===== src/rtl/pwm_breathe_monitor.sv =====
// pwm_breathe_monitor
// Samples one PWM LED drive line, measures duty over fixed 2^FRAME_BITS windows
// and tracks the breathe envelope (inhale/exhale), counting trough-to-rise
// reversals as completed breaths. A run of identical windows flags a stall.
module pwm_breathe_monitor #(
    parameter int FRAME_BITS   = 16,
    parameter int HYST         = 2,
    parameter int STALL_FRAMES = 16
) (
    input  logic        Sys_Clk0,
    input  logic        Sys_Clk0_Rst,
    input  logic        en_i,
    input  logic        pwm_i,
    output logic [7:0]  duty_o,
    output logic        duty_valid_o,
    output logic        inhale_o,
    output logic        exhale_o,
    output logic        stalled_o,
    output logic        breath_pulse_o,
    output logic [15:0] breath_cnt_o
);

    typedef enum logic [1:0] {
        ST_IDLE   = 2'd0,
        ST_INHALE = 2'd1,
        ST_EXHALE = 2'd2
    } state_t;

    localparam logic [FRAME_BITS-1:0] WIN_LAST = {FRAME_BITS{1'b1}};
    localparam logic [FRAME_BITS-1:0] WIN_ONE  = {{(FRAME_BITS-1){1'b0}}, 1'b1};
    localparam logic [8:0]            HYST9    = HYST[8:0];
    localparam logic [7:0]            STALL_TH = 8'(STALL_FRAMES - 1);

    // Top 8 bits of the high count; a completely high window (2^FRAME_BITS)
    // would otherwise alias to 0, so it clamps to full scale.
    function automatic logic [7:0] sat_duty(input logic [FRAME_BITS:0] h);
        if (h[FRAME_BITS]) begin
            return 8'hFF;
        end
        return h[FRAME_BITS-1 -: 8];
    endfunction

    function automatic logic [7:0] sat_inc8(input logic [7:0] v);
        return (v == 8'hFF) ? v : v + 8'd1;
    endfunction

    logic                  sync1_q, sync1_d;
    logic                  sync2_q, sync2_d;
    logic [FRAME_BITS-1:0] win_cnt_q, win_cnt_d;
    logic [FRAME_BITS:0]   high_cnt_q, high_cnt_d;
    logic [7:0]            same_cnt_q, same_cnt_d;
    logic [7:0]            ext_q, ext_d;
    logic                  first_q, first_d;
    state_t                state_q, state_d;
    logic [7:0]            duty_q, duty_d;
    logic                  duty_valid_q, duty_valid_d;
    logic                  stalled_q, stalled_d;
    logic                  breath_pulse_q, breath_pulse_d;
    logic [15:0]           breath_cnt_q, breath_cnt_d;

    logic                  pwm_s;
    logic                  win_end;
    logic [FRAME_BITS:0]   high_final;
    logic [7:0]            duty_new;
    logic                  duty_same;
    logic                  stall_hit;
    logic                  rise;
    logic                  fall;
    logic                  unused_lsbs;

    assign pwm_s       = sync2_q;
    assign unused_lsbs = ^high_final;

    // Two-flop synchronizer for the asynchronous PWM line.
    always_comb begin
        sync1_d = pwm_i;
        sync2_d = sync1_q;
    end

    // Window and high-time counters; the window-end sample is folded into high_final.
    always_comb begin
        high_final = high_cnt_q + {{FRAME_BITS{1'b0}}, pwm_s};
        win_end    = en_i && (win_cnt_q == WIN_LAST);
        win_cnt_d  = win_cnt_q + WIN_ONE;
        high_cnt_d = high_final;
        if (!en_i || win_end) begin
            win_cnt_d  = '0;
            high_cnt_d = '0;
        end
    end

    // Window result: duty, stall run length and hysteresis comparisons (9-bit, no wrap).
    always_comb begin
        duty_new   = sat_duty(high_final);
        duty_same  = (duty_new == duty_q);
        same_cnt_d = same_cnt_q;
        if (!en_i) begin
            same_cnt_d = 8'd0;
        end else if (win_end) begin
            same_cnt_d = duty_same ? sat_inc8(same_cnt_q) : 8'd0;
        end
        stall_hit = win_end && (same_cnt_d >= STALL_TH);
        rise      = ({1'b0, duty_new}) >= ({1'b0, ext_q} + HYST9);
        fall      = ({1'b0, duty_new} + HYST9) <= ({1'b0, ext_q});
    end

    // Breathe state machine and registered outputs, evaluated once per window.
    always_comb begin
        state_d        = state_q;
        ext_d          = ext_q;
        first_d        = first_q;
        duty_d         = duty_q;
        duty_valid_d   = 1'b0;
        stalled_d      = stalled_q;
        breath_pulse_d = 1'b0;
        breath_cnt_d   = breath_cnt_q;
        if (!en_i) begin
            state_d = ST_IDLE;
            first_d = 1'b0;
        end else if (win_end) begin
            duty_d       = duty_new;
            duty_valid_d = 1'b1;
            if (stall_hit) begin
                // Stall wins over any reversal in the same window.
                stalled_d = 1'b1;
                state_d   = ST_IDLE;
                ext_d     = duty_new;
                first_d   = 1'b1;
            end else begin
                if (!duty_same) begin
                    stalled_d = 1'b0;
                end
                if (!first_q) begin
                    first_d = 1'b1;
                    ext_d   = duty_new;
                    state_d = ST_IDLE;
                end else begin
                    case (state_q)
                        ST_IDLE: begin
                            if (rise) begin
                                state_d = ST_INHALE;
                                ext_d   = duty_new;
                            end else if (fall) begin
                                state_d = ST_EXHALE;
                                ext_d   = duty_new;
                            end
                        end
                        ST_INHALE: begin
                            if (duty_new > ext_q) begin
                                ext_d = duty_new;
                            end
                            if (fall) begin
                                state_d = ST_EXHALE;
                                ext_d   = duty_new;
                            end
                        end
                        ST_EXHALE: begin
                            if (duty_new < ext_q) begin
                                ext_d = duty_new;
                            end
                            if (rise) begin
                                state_d        = ST_INHALE;
                                ext_d          = duty_new;
                                breath_cnt_d   = breath_cnt_q + 16'd1;
                                breath_pulse_d = 1'b1;
                            end
                        end
                        default: begin
                            state_d = ST_IDLE;
                        end
                    endcase
                end
            end
        end
    end

    // State register with asynchronous reset.
    always_ff @(posedge Sys_Clk0 or posedge Sys_Clk0_Rst) begin
        if (Sys_Clk0_Rst) begin
            sync1_q        <= 1'b0;
            sync2_q        <= 1'b0;
            win_cnt_q      <= '0;
            high_cnt_q     <= '0;
            same_cnt_q     <= 8'd0;
            ext_q          <= 8'd0;
            first_q        <= 1'b0;
            state_q        <= ST_IDLE;
            duty_q         <= 8'd0;
            duty_valid_q   <= 1'b0;
            stalled_q      <= 1'b0;
            breath_pulse_q <= 1'b0;
            breath_cnt_q   <= 16'd0;
        end else begin
            sync1_q        <= sync1_d;
            sync2_q        <= sync2_d;
            win_cnt_q      <= win_cnt_d;
            high_cnt_q     <= high_cnt_d;
            same_cnt_q     <= same_cnt_d;
            ext_q          <= ext_d;
            first_q        <= first_d;
            state_q        <= state_d;
            duty_q         <= duty_d;
            duty_valid_q   <= duty_valid_d;
            stalled_q      <= stalled_d;
            breath_pulse_q <= breath_pulse_d;
            breath_cnt_q   <= breath_cnt_d;
        end
    end

    assign duty_o         = duty_q;
    assign duty_valid_o   = duty_valid_q;
    assign inhale_o       = (state_q == ST_INHALE);
    assign exhale_o       = (state_q == ST_EXHALE);
    assign stalled_o      = stalled_q;
    assign breath_pulse_o = breath_pulse_q;
    assign breath_cnt_o   = breath_cnt_q;

endmodule


===== config.mk =====
export PLATFORM = sky130hd
export DESIGN_NAME = pwm_breathe_monitor
export DESIGN_NICKNAME = d
export VERILOG_FILES = /design/src/rtl/pwm_breathe_monitor.sv
export SDC_FILE = /design/constraint.sdc
export NUM_CORES = 1
export LEC_CHECK = 0
export CORE_ASPECT_RATIO = 1.5
export CORE_MARGIN = 4
export CORE_UTILIZATION = 30
export CTS_CLUSTER_SIZE = 25
export DETAILED_ROUTE_END_ITERATION = 6
export GPL_TIMING_DRIVEN = 0
export HOLD_SLACK_MARGIN = 0.02
export RECOVER_POWER = 25
export SLEW_MARGIN = 30
export SYNTH_ARGS = -nofsm -noshare
export SYNTH_HDL_FRONTEND = slang
export SYNTH_SLANG_ARGS = --single-unit

===== constraint.sdc =====
create_clock -name Sys_Clk0 -period 3.7 [get_ports Sys_Clk0]
set_input_delay 0.37 -clock Sys_Clk0 [delete_from_list [all_inputs] [get_ports Sys_Clk0]]
set_output_delay 0.37 -clock Sys_Clk0 [all_outputs]
set_load 0.1 [all_outputs]

* Yosys cells after proc, flatten, opt, wreduce, memory -nomap -nowiden *
Cells that the tools add are included.

operators by class
  add/subtract/negate cells = 6
  magnitude comparators = 5
  equal/unequal tests = 12
  mux-type cells = 38
  bitwise operators = 1
  reduce and logical (&&, ||, !) cells = 10

operator list
  operator               count
  $mux 8                 14
  $add 16x1->16 const B  2
  $pmux 8 s3             1
  $add 8x2->9 const B    2
  $add 17x1->17          1
  $mux 17                1
  $eq 16x16->1 const B   1
  $mux 16                1
  $mux 2                 7
  $mux 1                 13
  $reduce_and 6->1       2
  $ne 5x2->1 const B     2
  $ne 5x3->1 const B     2
  $ge 8x9->1             1
  $le 9x8->1             1
  $add 8x1->8 const B    1
  $eq 8x8->1             1
  $eq 8x8->1 const B     1
  $ge 8x4->1 const B     1
  $gt 8x8->1             1
  $lt 8x8->1             1
  $pmux 2 s3             1
  $ne 5x5->1 const B     1
  $ne 2x1->1 const B     2
  other kinds (9)        11

storage, ports and cells
  bits in registers = 81
  output and inout bits = 29
  word-level logic and storage cells = 85

* Logic depth before layout (Yosys ltp) *
Gate-level depths: netlist of the first run.

  depth in word-level cells = 12
  mapped depth = 20
  depth with buffers taken out = 20

* Worst setup path after synthesis of the first run *
Ideal clock, no wire load.

  path type = reg2reg
  start = register high_cnt_q[0]
  end = register ext_q[5]
  arrival time = 3,772 ps
  data required time = 3,575 ps
  slack = -197 ps
  stages on the path, launching flop included = 20
  period minus slack after synthesis = 3,897 ps
  cells stage by stage = dfrtp_1 ha_1 ha_1 nand4_1 nor4_2 xor2_1 nor2_1 inv_1 ha_1 nand3_1 xnor2_1 ha_1 o21a_1 o211ai_1 a21oi_1 o22ai_1 o211ai_2 and3_1 o22ai_4 mux2_4

between the ends
  cells in the longest elaborated chain, start to end = 11
  elaborated cells on any way between the ends = 28
  classes of those cells = add/sub (2); order compare (5); eq/ne (5); mux (14); reduce/logical (2)

ends and longest elaborated chain
  item                                                                 RTL line  RTL
  from (decl)                                                          50        logic [FRAME_BITS:0] high_cnt_q, high_cnt_d;
  from (signal assigned)                                               197       high_cnt_q <= high_cnt_d;
  $add 17x1->17 *                                                      82        high_final = high_cnt_q + {{FRAME_BITS{1'b0}}, pwm_s};
  $mux 1                                                               37        if (h[FRAME_BITS]) begin
  $mux 8 *                                                             40        return h[FRAME_BITS-1 -: 8];
  net duty_new[1]                                                      64        logic [7:0] duty_new;
  parallel branches: the longest is 8 deep, another holds $add 8x2->9  n/a
  to (signal assigned)                                                 199       ext_q <= ext_d;
  to (decl)                                                            52        logic [7:0] ext_q, ext_d;

Mark *: on every way through the listed nets, which the timed path passes. The select of a mux whose other input is x is not followed.
A chain may end at the register's enable or synchronous reset.

* Worst setup path in the final report of the first run *
  start = register sync2_q (netlist: pwm_s)
  end = register breath_cnt_q[3] (netlist: breath_cnt_o[3])

between the ends
  cells in the longest elaborated chain, start to end = 11
  elaborated cells on any way between the ends = 12
  classes of those cells = add/sub (1); order compare (2); eq/ne (1); mux (5); bitwise (1); reduce/logical (2)

ends and longest elaborated chain
  item                          RTL line  RTL
  from (decl)                   48        logic sync2_q, sync2_d;
  from (signal assigned)        195       sync2_q <= sync2_d;
  $add 17x1->17 *               82
  $mux 1                        37
  $mux 8 *                      40
  net duty_new[6]               64
  $eq 8x8->1                    95        duty_same = (duty_new == duty_q);
  $mux 8                        100       same_cnt_d = duty_same ? sat_inc8(same_cnt_q) : 8'd0;
  $mux 8                        99        end else if (win_end) begin
  $mux 8                        97        if (!en_i) begin
  $ge 8x4->1                    102       stall_hit = win_end && (same_cnt_d >= STALL_TH);
  $logic_and 1x1->1             102
  $not 1->1 (no line)           n/a
  $reduce_and 6->1 (no line) *  n/a
  to (signal assigned)          206       breath_cnt_q <= breath_cnt_d;
  to (decl)                     59        logic [15:0] breath_cnt_q, breath_cnt_d;

The timed path passes the listed nets; every way through them passes the cells marked *.

==> out/qor.txt, run 1 <==
worst reg2reg endpoint - breath_cnt_o[3]$_DFFE_PP0P_
aggregate global-route resource usage - 0.139
Async SR Flop Fraction - 1.00
yosys warns - 0
fin worst setup slack - -0.207 ns
Hold Vio Cnt, Final - 0
via count - 4202
initial DRC count - 137
Final Cell Area - 0.00678 mm²
R2R depth - 18
largest net degree at the start of global routing - 62
CTS H-Tree Depth - 3
Peak VDD IR - 184 µV
met3 WL post-DR - 281 µm
violated checks - max-capacitance violations, max-slew violations, negative setup slack
status - finished with violations
maxcap violations - 1
Overflow after GRT - 0
die area - 0.0193 mm²
Final Wtd Congestion - 0.832
worst clock skew - 0.0116 ns
fin nets - 646
met2 wire len - 6.89 mm
Synth Register Bits - 81
Wirelength per Cell - 15.7 µm
clk root buf - clkbuf_16
vias per cell - 5.11
Critical Path Source - pwm_s$_DFF_PP0_
Pins Over Slew Limit - 62
ranking of synthesized cells by area - dfrtp_1 40%, ha_1 8.3%, xor2_1 5.3%
syn nets - 566
input/output buffers - 31
detailed placement HPWL - 8.87 mm
placed cell area - 0.00579 mm²
period utilization - 1.06
Area Overhead vs Synth - 32.2%
synth cell count leaders - 81 x dfrtp_1, 59 x nor2_1, 45 x nand2_1
CP arrival - 4.12 ns
Data required, critical path - 3.92 ns
hold_buf cts - 0
CP Capture Type - flip-flop
fin util - 0.405
Initial Util - 0.306
DRT Pass-1 Iters - 4
number of global-route vias before repair - 4519
Tmin final - 3.91 ns
Worst Hold Class - flip-flop to flip-flop
Worst R2R Start - pwm_s$_DFF_PP0_
Mean Syn Cell Area - 9.72 µm²
worst skew pair latency - 0.34 ns
P_leak - 3.02 nW
area leader, netlist - dfrtp_1
worst slew pin tran - 1.51 ns
Hold Startpoint - sync1_q$_DFF_PP0_
TritonCTS Buffers - 9
DR top layer - met4
top-count cell post-synth - dfrtp_1
Post-Syn Area - 0.00513 mm²
critical path class - flip-flop to flip-flop
floorplan core area - 0.0168 mm²
global-route wire length before repair - 21.8 mm
CTS tree - yes
clock slew at reported path FFs - 0.06 ns
register area share after synthesis - 0.395
DRC Markers - 0
prevailing post-synth register cell - dfrtp_1
ant diodes - 0
Crit Path Max Fanout - 7
slew margin rel. - -0.00750
pwr dens - 265 mW/mm²
final-report setup violation count - 25
startpoint types - flip-flop
chip width - 115 µm
Yosys cell types - 69
Syn Inst Count - 528
num rows - 58
initial antenna violation count - 0
Hold Path Depth - 0
Cell Count, Final, Fillers Out - 823
Post-synth EDFFs - 0
Fmax - 256 MHz
hold endpoint - pwm_s$_DFF_PP0_
top cell type's share of synthesized area - 0.395
share of layout cells above drive strength 1 - 0.240
RSZ-0062 raised after global routing - true
DP Cell Count - 770
chip height - 168 µm
DRT antenna net count - 0
wire length on met1 - 5.25 mm
Fillers - 1581
clk sinks - 81
WL final - 12.9 mm
R2R Setup Slk - -0.21 ns
clk buf depth - 2
I/O Pins - 33
[routing by layer]
layer  GRT usage  up-vias
met5           0        -
met2       0.242       62
met1       0.161     2063
met3      0.0262       30
met4      0.0695        0
li1            -     2047
[area by class of cell]
class | count | area [µm²] | share of cell area
Buffer | 11 | 82.6 | 0.0122
Clock buffer | 11 | 243 | 0.0358
Clock inverter | 5 | 31.3 | 0.00461
Inverter | 24 | 93.8 | 0.0138
Multi-Input combinational cell | 412 | 3410 | 0.503
Sequential cell | 81 | 2030 | 0.299
Tap cell | 210 | 263 | 0.0387
Timing Repair Buffer | 69 | 632 | 0.0932
[power breakdown]
part           internal, W  switching (W)
logic            0.0000172      0.0000438
registers         0.000892     0.00000717
clock network     0.000471       0.000368
total              0.00138       0.000418
[worst max-delay path, cell delays in order (launching register included)]
cell and delay [ns]:
dfrtp_1 0.37, ha_4 0.19, ha_4 0.15, nand4_1 0.13
buf_4 0.18, nor4_4 0.13, buf_6 0.17, xnor2_4 0.15
buf_6 0.16, buf_4 0.11, nand2_2 0.12, ha_4 0.31
nand4_1 0.09, o211ai_1 0.32, nand2_1 0.17, buf_6 0.16
or3_4 0.35, or3_4 0.39, xnor2_2 0.14
[worst max path at each step]
stage | slack, ns | depth (start not counted) | to
finish | -0.21 | 18 | breath_cnt_o[3]$_DFFE_PP0P_
CTS | -0.14 | 22 | ext_q[2]$_DFFE_PP0P_
floorplan | -0.08 | 18 | ext_q[5]$_DFFE_PP0P_
detailed placement | -0.79 | 19 | ext_q[5]$_DFFE_PP0P_
global placement | -0.74 | 19 | ext_q[6]$_DFFE_PP0P_
global route | -0.39 | 20 | breath_cnt_o[9]$_DFFE_PP0P_
[flip-flops by register name, indices dropped and copies added (netlist names)]
signal and count:
duty_valid_o 1, sync1_q 1, state_q 2, high_cnt_q 17
win_cnt_q 16, first_q 1, same_cnt_q 8, duty_o 8
breath_pulse_o 1, ext_q 8, breath_cnt_o 16, pwm_s 1
stalled_o 1
[metrics by stage]
step           TNS (ns)  power (W)  setup slack [ns]  hold slack, ns
2_1_floorplan    -0.531   0.000958           -0.0785           0.331
3_3_place_gp     -26.31   0.000975            -0.735           0.340
3_5_place_dp     -15.30   0.000982            -0.795           0.348
4_1_cts           -1.00    0.00182            -0.144           0.345
5_1_grt           -8.60    0.00187            -0.395           0.364
6_report          -3.35    0.00180            -0.207           0.358
[cells by family after synthesis]
| kind of cell | count (synthesis) | synth area share |
|---|---|---|
| XOR/XNOR | 59 | 0.101 |
| buffers and inverters | 35 | 0.0283 |
| adder cells (fa/ha/maj) | 34 | 0.0829 |
| AND/OR/NAND/NOR | 235 | 0.257 |
| AO/OA/AOI/OAI | 66 | 0.0934 |
| flip-flops | 81 | 0.395 |
| multiplexers | 18 | 0.0427 |
[placed cells by master (no fill, tap or decap), types with 4 or more instances in the layout]
master,n
dfrtp_1,81
nor2_1,56
nand2_1,40
buf_4,30
xor2_1,29
clkdlybuf4s50_1,29
ha_1,28
nand3_1,26
xnor2_1,23
inv_1,19
nand4_1,18
nor4_4,14
and3_1,13
a21oi_1,13
clkbuf_16,10
nor3_1,8
o21ai_0,8
a21o_1,8
buf_6,7
mux2_4,7
ha_4,6
nand3_2,5
clkbuf_1,5
mux2i_1,5
mux2_2,5
xnor2_2,4
o21a_1,4
nand2_2,4
o21ai_1,4
or3_4,4
[what timing repair did]
action | 4_1_cts | 5_1_grt
gates resized for setup | 49 | 27
endpoints found under the hold margin | 0 | 0
gates cloned | 1 | 0
pin swaps | 28 | 20
setup buffers | 28 | 8
endpoints found under the setup margin | 27 | 25
(Power assumes the default switching activity.)
==> run 2: changes to the inputs <==
--- a/config.mk
+++ b/config.mk
@@ -5,6 +5,7 @@
 export SDC_FILE = /design/constraint.sdc
 export NUM_CORES = 1
 export LEC_CHECK = 0
+export ABC_CLOCK_PERIOD_IN_PS = 3700
 export CORE_ASPECT_RATIO = 1.5
 export CORE_MARGIN = 4
 export CORE_UTILIZATION = 30
==> results of run 2 <==
Same layout as run 1: the final DEF is identical, and so are final timing and power.
==> run 3: changes to the inputs <==
--- a/config.mk
+++ b/config.mk
@@ -14,6 +14,7 @@
 export GPL_TIMING_DRIVEN = 0
 export HOLD_SLACK_MARGIN = 0.02
 export RECOVER_POWER = 25
+export SKIP_LAST_GASP = 1
 export SLEW_MARGIN = 30
 export SYNTH_ARGS = -nofsm -noshare
 export SYNTH_HDL_FRONTEND = slang
==> run 3 against run 2 <==
  * The flow still finishes with violations (max-capacitance violations, max-slew violations, negative setup slack)
  * Clock skew is 0.00058 ns higher
  * Sequential share of layout area is 0.14 points lower
  * Non-clock buffer count is 4 higher
  * Utilization is 0.19 points higher
  * Sequential power hardly changed
  * Largest power group unchanged
  * Final cell count is 0.49% higher
  * Wire length is 0.88% higher
  * Flip-flop and latch count stayed put
  * Critical path depth is 1 higher
  * Highest routed layer unchanged
  * Total power hardly changed
  * Setup slack worse by 0.0041 ns
==> out/qor.txt, run 3 (synthesis results as in run 1) <==
status - finished with violations (unchanged)
Worst Hold Class - flip-flop to flip-flop (unchanged)
placed cell area - 0.00579 mm² (unchanged)
initial DRC count - 137 (unchanged)
Final Cell Area - 0.00681 mm² (was 0.00678 mm²)
Crit path buffers/inverters - 4 (was 5)
Overflow after GRT - 0 (unchanged)
Fmax - 256 MHz (about the same)
fin worst setup slack - -0.211 ns (was -0.207 ns)
max incr delay on CP - 0.40 ns (was 0.39 ns)
P_leak - 3.02 nW (about the same)
violated checks - max-capacitance violations, max-slew violations, negative setup slack (unchanged)
WL final - 13.0 mm (was 12.9 mm)
fin nets - 650 (was 646)
final-report setup violation count - 24 (was 25)
via count - 4244 (was 4202)
period utilization - 1.06 (about the same)
clk buf depth - 2 (unchanged)
pwr dens - 264 mW/mm² (was 265 mW/mm²)
worst-path cell with the longest stage delay - or3_4 (unchanged)
worst slew pin tran - 1.51 ns (about the same)
Final Wtd Congestion - 0.832 (unchanged)
num rows - 58 (unchanged)
die area - 0.0193 mm² (unchanged)
Area Overhead vs Synth - 32.8% (was 32.2%)
fin util - 0.406 (was 0.405)
Crit Path Max Fanout - 7 (unchanged)
ant diodes - 0 (unchanged)
DRT antenna net count - 0 (unchanged)
R2R Setup Slk - -0.21 ns (about the same)
vias per cell - 5.13 (was 5.11)
worst skew pair latency - 0.34 ns (about the same)
delay-heaviest family, CP - simple AND/OR/NAND/NOR gates (unchanged)
worst clock skew - 0.0122 ns (was 0.0116 ns)
R2R depth - 19 (was 18)
global-route wire length before repair - 21.8 mm (about the same)
Hold Vio Cnt, Final - 0 (unchanged)
Initial Util - 0.306 (unchanged)
CP arrival - 4.12 ns (about the same)
floorplan core area - 0.0168 mm² (unchanged)
share of layout cells above drive strength 1 - 0.248 (was 0.240)
RSZ-0062 raised after global routing - true (unchanged)
clk sinks - 81 (unchanged)
input/output buffers - 31 (unchanged)
initial antenna violation count - 0 (unchanged)
clock slew at reported path FFs - 0.06 ns (about the same)
maxcap violations - 1 (unchanged)
most frequent cells in the layout - 81 x dfrtp_1, 56 x nor2_1, 40 x nand2_1, 36 x buf_4 (was 81 x dfrtp_1, 56 x nor2_1, 40 x nand2_1, 30 x buf_4)
Clk network pwr share - 0.466 (about the same)
Pins Over Slew Limit - 62 (unchanged)
commonest non-fill, non-tap cell in the layout - dfrtp_1 (unchanged)
chip height - 168 µm (unchanged)
Logic pwr share - 0.034 (about the same)
clk root buf - clkbuf_16 (unchanged)
critical path class - flip-flop to flip-flop (unchanged)
CTS tree - yes (unchanged)
detailed placement HPWL - 8.87 mm (unchanged)
TritonCTS Buffers - 9 (unchanged)
Peak VDD IR - 183 µV (was 184 µV)
startpoint types - flip-flop (unchanged)
Flop pwr share - 0.500 (about the same)
CP Capture Type - flip-flop (unchanged)
CTS H-Tree Depth - 3 (unchanged)
WP depth - 19 (was 18)
Data required, critical path - 3.91 ns (was 3.92 ns)
Tmin final - 3.91 ns (about the same)
slew margin rel. - -0.00770 (was -0.00750)
crit path cell chain - ha_4 > ha_4 > nand4_1 > buf_4 > nor4_4 > buf_6 > xnor2_4 > buf_6 > and2_4 > ha_4 > nand2b_4 > a21o_1 > a21oi_2 > o211ai_1 > nand2_1 > buf_6 > or3_4 > or3_4 > xnor2_2 (was ha_4 > ha_4 > nand4_1 > buf_4 > nor4_4 > buf_6 > xnor2_4 > buf_6 > buf_4 > nand2_2 > ha_4 > nand4_1 > o211ai_1 > nand2_1 > buf_6 > or3_4 > or3_4 > xnor2_2)
Pint - 0.00138 W (about the same)
number of global-route vias before repair - 4523 (was 4519)
Sw Share - 0.232 (was 0.233)
number of flip-flops in the largest register - 17 (unchanged)
I/O Pins - 33 (unchanged)
Fillers - 1587 (was 1581)
DRC Markers - 0 (unchanged)
chip width - 115 µm (unchanged)
largest net degree at the start of global routing - 62 (unchanged)
Hold Path Depth - 0 (unchanged)
Switch Pwr - 0.000418 W (about the same)
Largest Register - high_cnt_q (unchanged)
DRT Pass-1 Iters - 4 (unchanged)
aggregate global-route resource usage - 0.139 (about the same)
Wirelength per Cell - 15.8 µm (was 15.7 µm)
==> run 3: routing by layer <==
metal / global-route usage / part of all wire
met4: 0.0695 / 0.034
met1: 0.162 / 0.41
met2: 0.242 / 0.54
met3: 0.0262 / 0.023
met5: 0 / 0
==> run 3: power groups by stage <==
stage	sequential (W)	combinational, W	clock [W]
floorplan	0.000914	0.0000434	0
global placement	0.000916	0.0000592	0
detailed placement	0.000916	0.0000657	0
CTS	0.000899	0.0000666	0.000858
global route	0.000900	0.0000710	0.000902
finish	0.000900	0.0000612	0.000838
==> run 3: worst paths after layout <==
check                                                     to              start
worst max-delay path             breath_cnt_o[3]$_DFFE_PP0P_    pwm_s$_DFF_PP0_
worst min-delay path                         pwm_s$_DFF_PP0_  sync1_q$_DFF_PP0_
worst max register to register   breath_cnt_o[3]$_DFFE_PP0P_    pwm_s$_DFF_PP0_
worst min register to register               pwm_s$_DFF_PP0_  sync1_q$_DFF_PP0_
max in group asynchronous       breath_cnt_o[10]$_DFFE_PP0P_       Sys_Clk0_Rst
min in group asynchronous            high_cnt_q[5]$_DFF_PP0_       Sys_Clk0_Rst
==> run 3: stage by stage <==
stage	TNS, ns	power (W)	std cells	hold slack, ns	setup WS [ns]
after global placement	-26.31	0.000975	769	0.340	-0.735
after CTS	-1.00	0.00182	815	0.345	-0.144
after global routing	-7.91	0.00187	827	0.364	-0.365
after detailed placement	-15.30	0.000982	770	0.348	-0.795
final	-3.14	0.00180	827	0.358	-0.211
after floorplan	-0.531	0.000958	528	0.331	-0.0785
==> run 3: cell type report <==
class / instances / area [µm²] / area share
Tap cell: 210 / 263 / 0.0386
Clock inverter: 5 / 31.3 / 0.00459
Timing Repair Buffer: 73 / 654 / 0.0961
Buffer: 11 / 82.6 / 0.0121
Clock buffer: 11 / 243 / 0.0356
Multi-Input combinational cell: 412 / 3420 / 0.502
Inverter: 24 / 93.8 / 0.0138
Sequential cell: 81 / 2030 / 0.298
==> run 3: what timing repair did <==
item,CTS,global route
buffers inserted,28,12
endpoints found under the hold margin,0,0
hold buffers,0,0
cloned,1,0
pin swaps,28,20
endpoints found under the setup margin,27,25
gates resized for setup,47,28
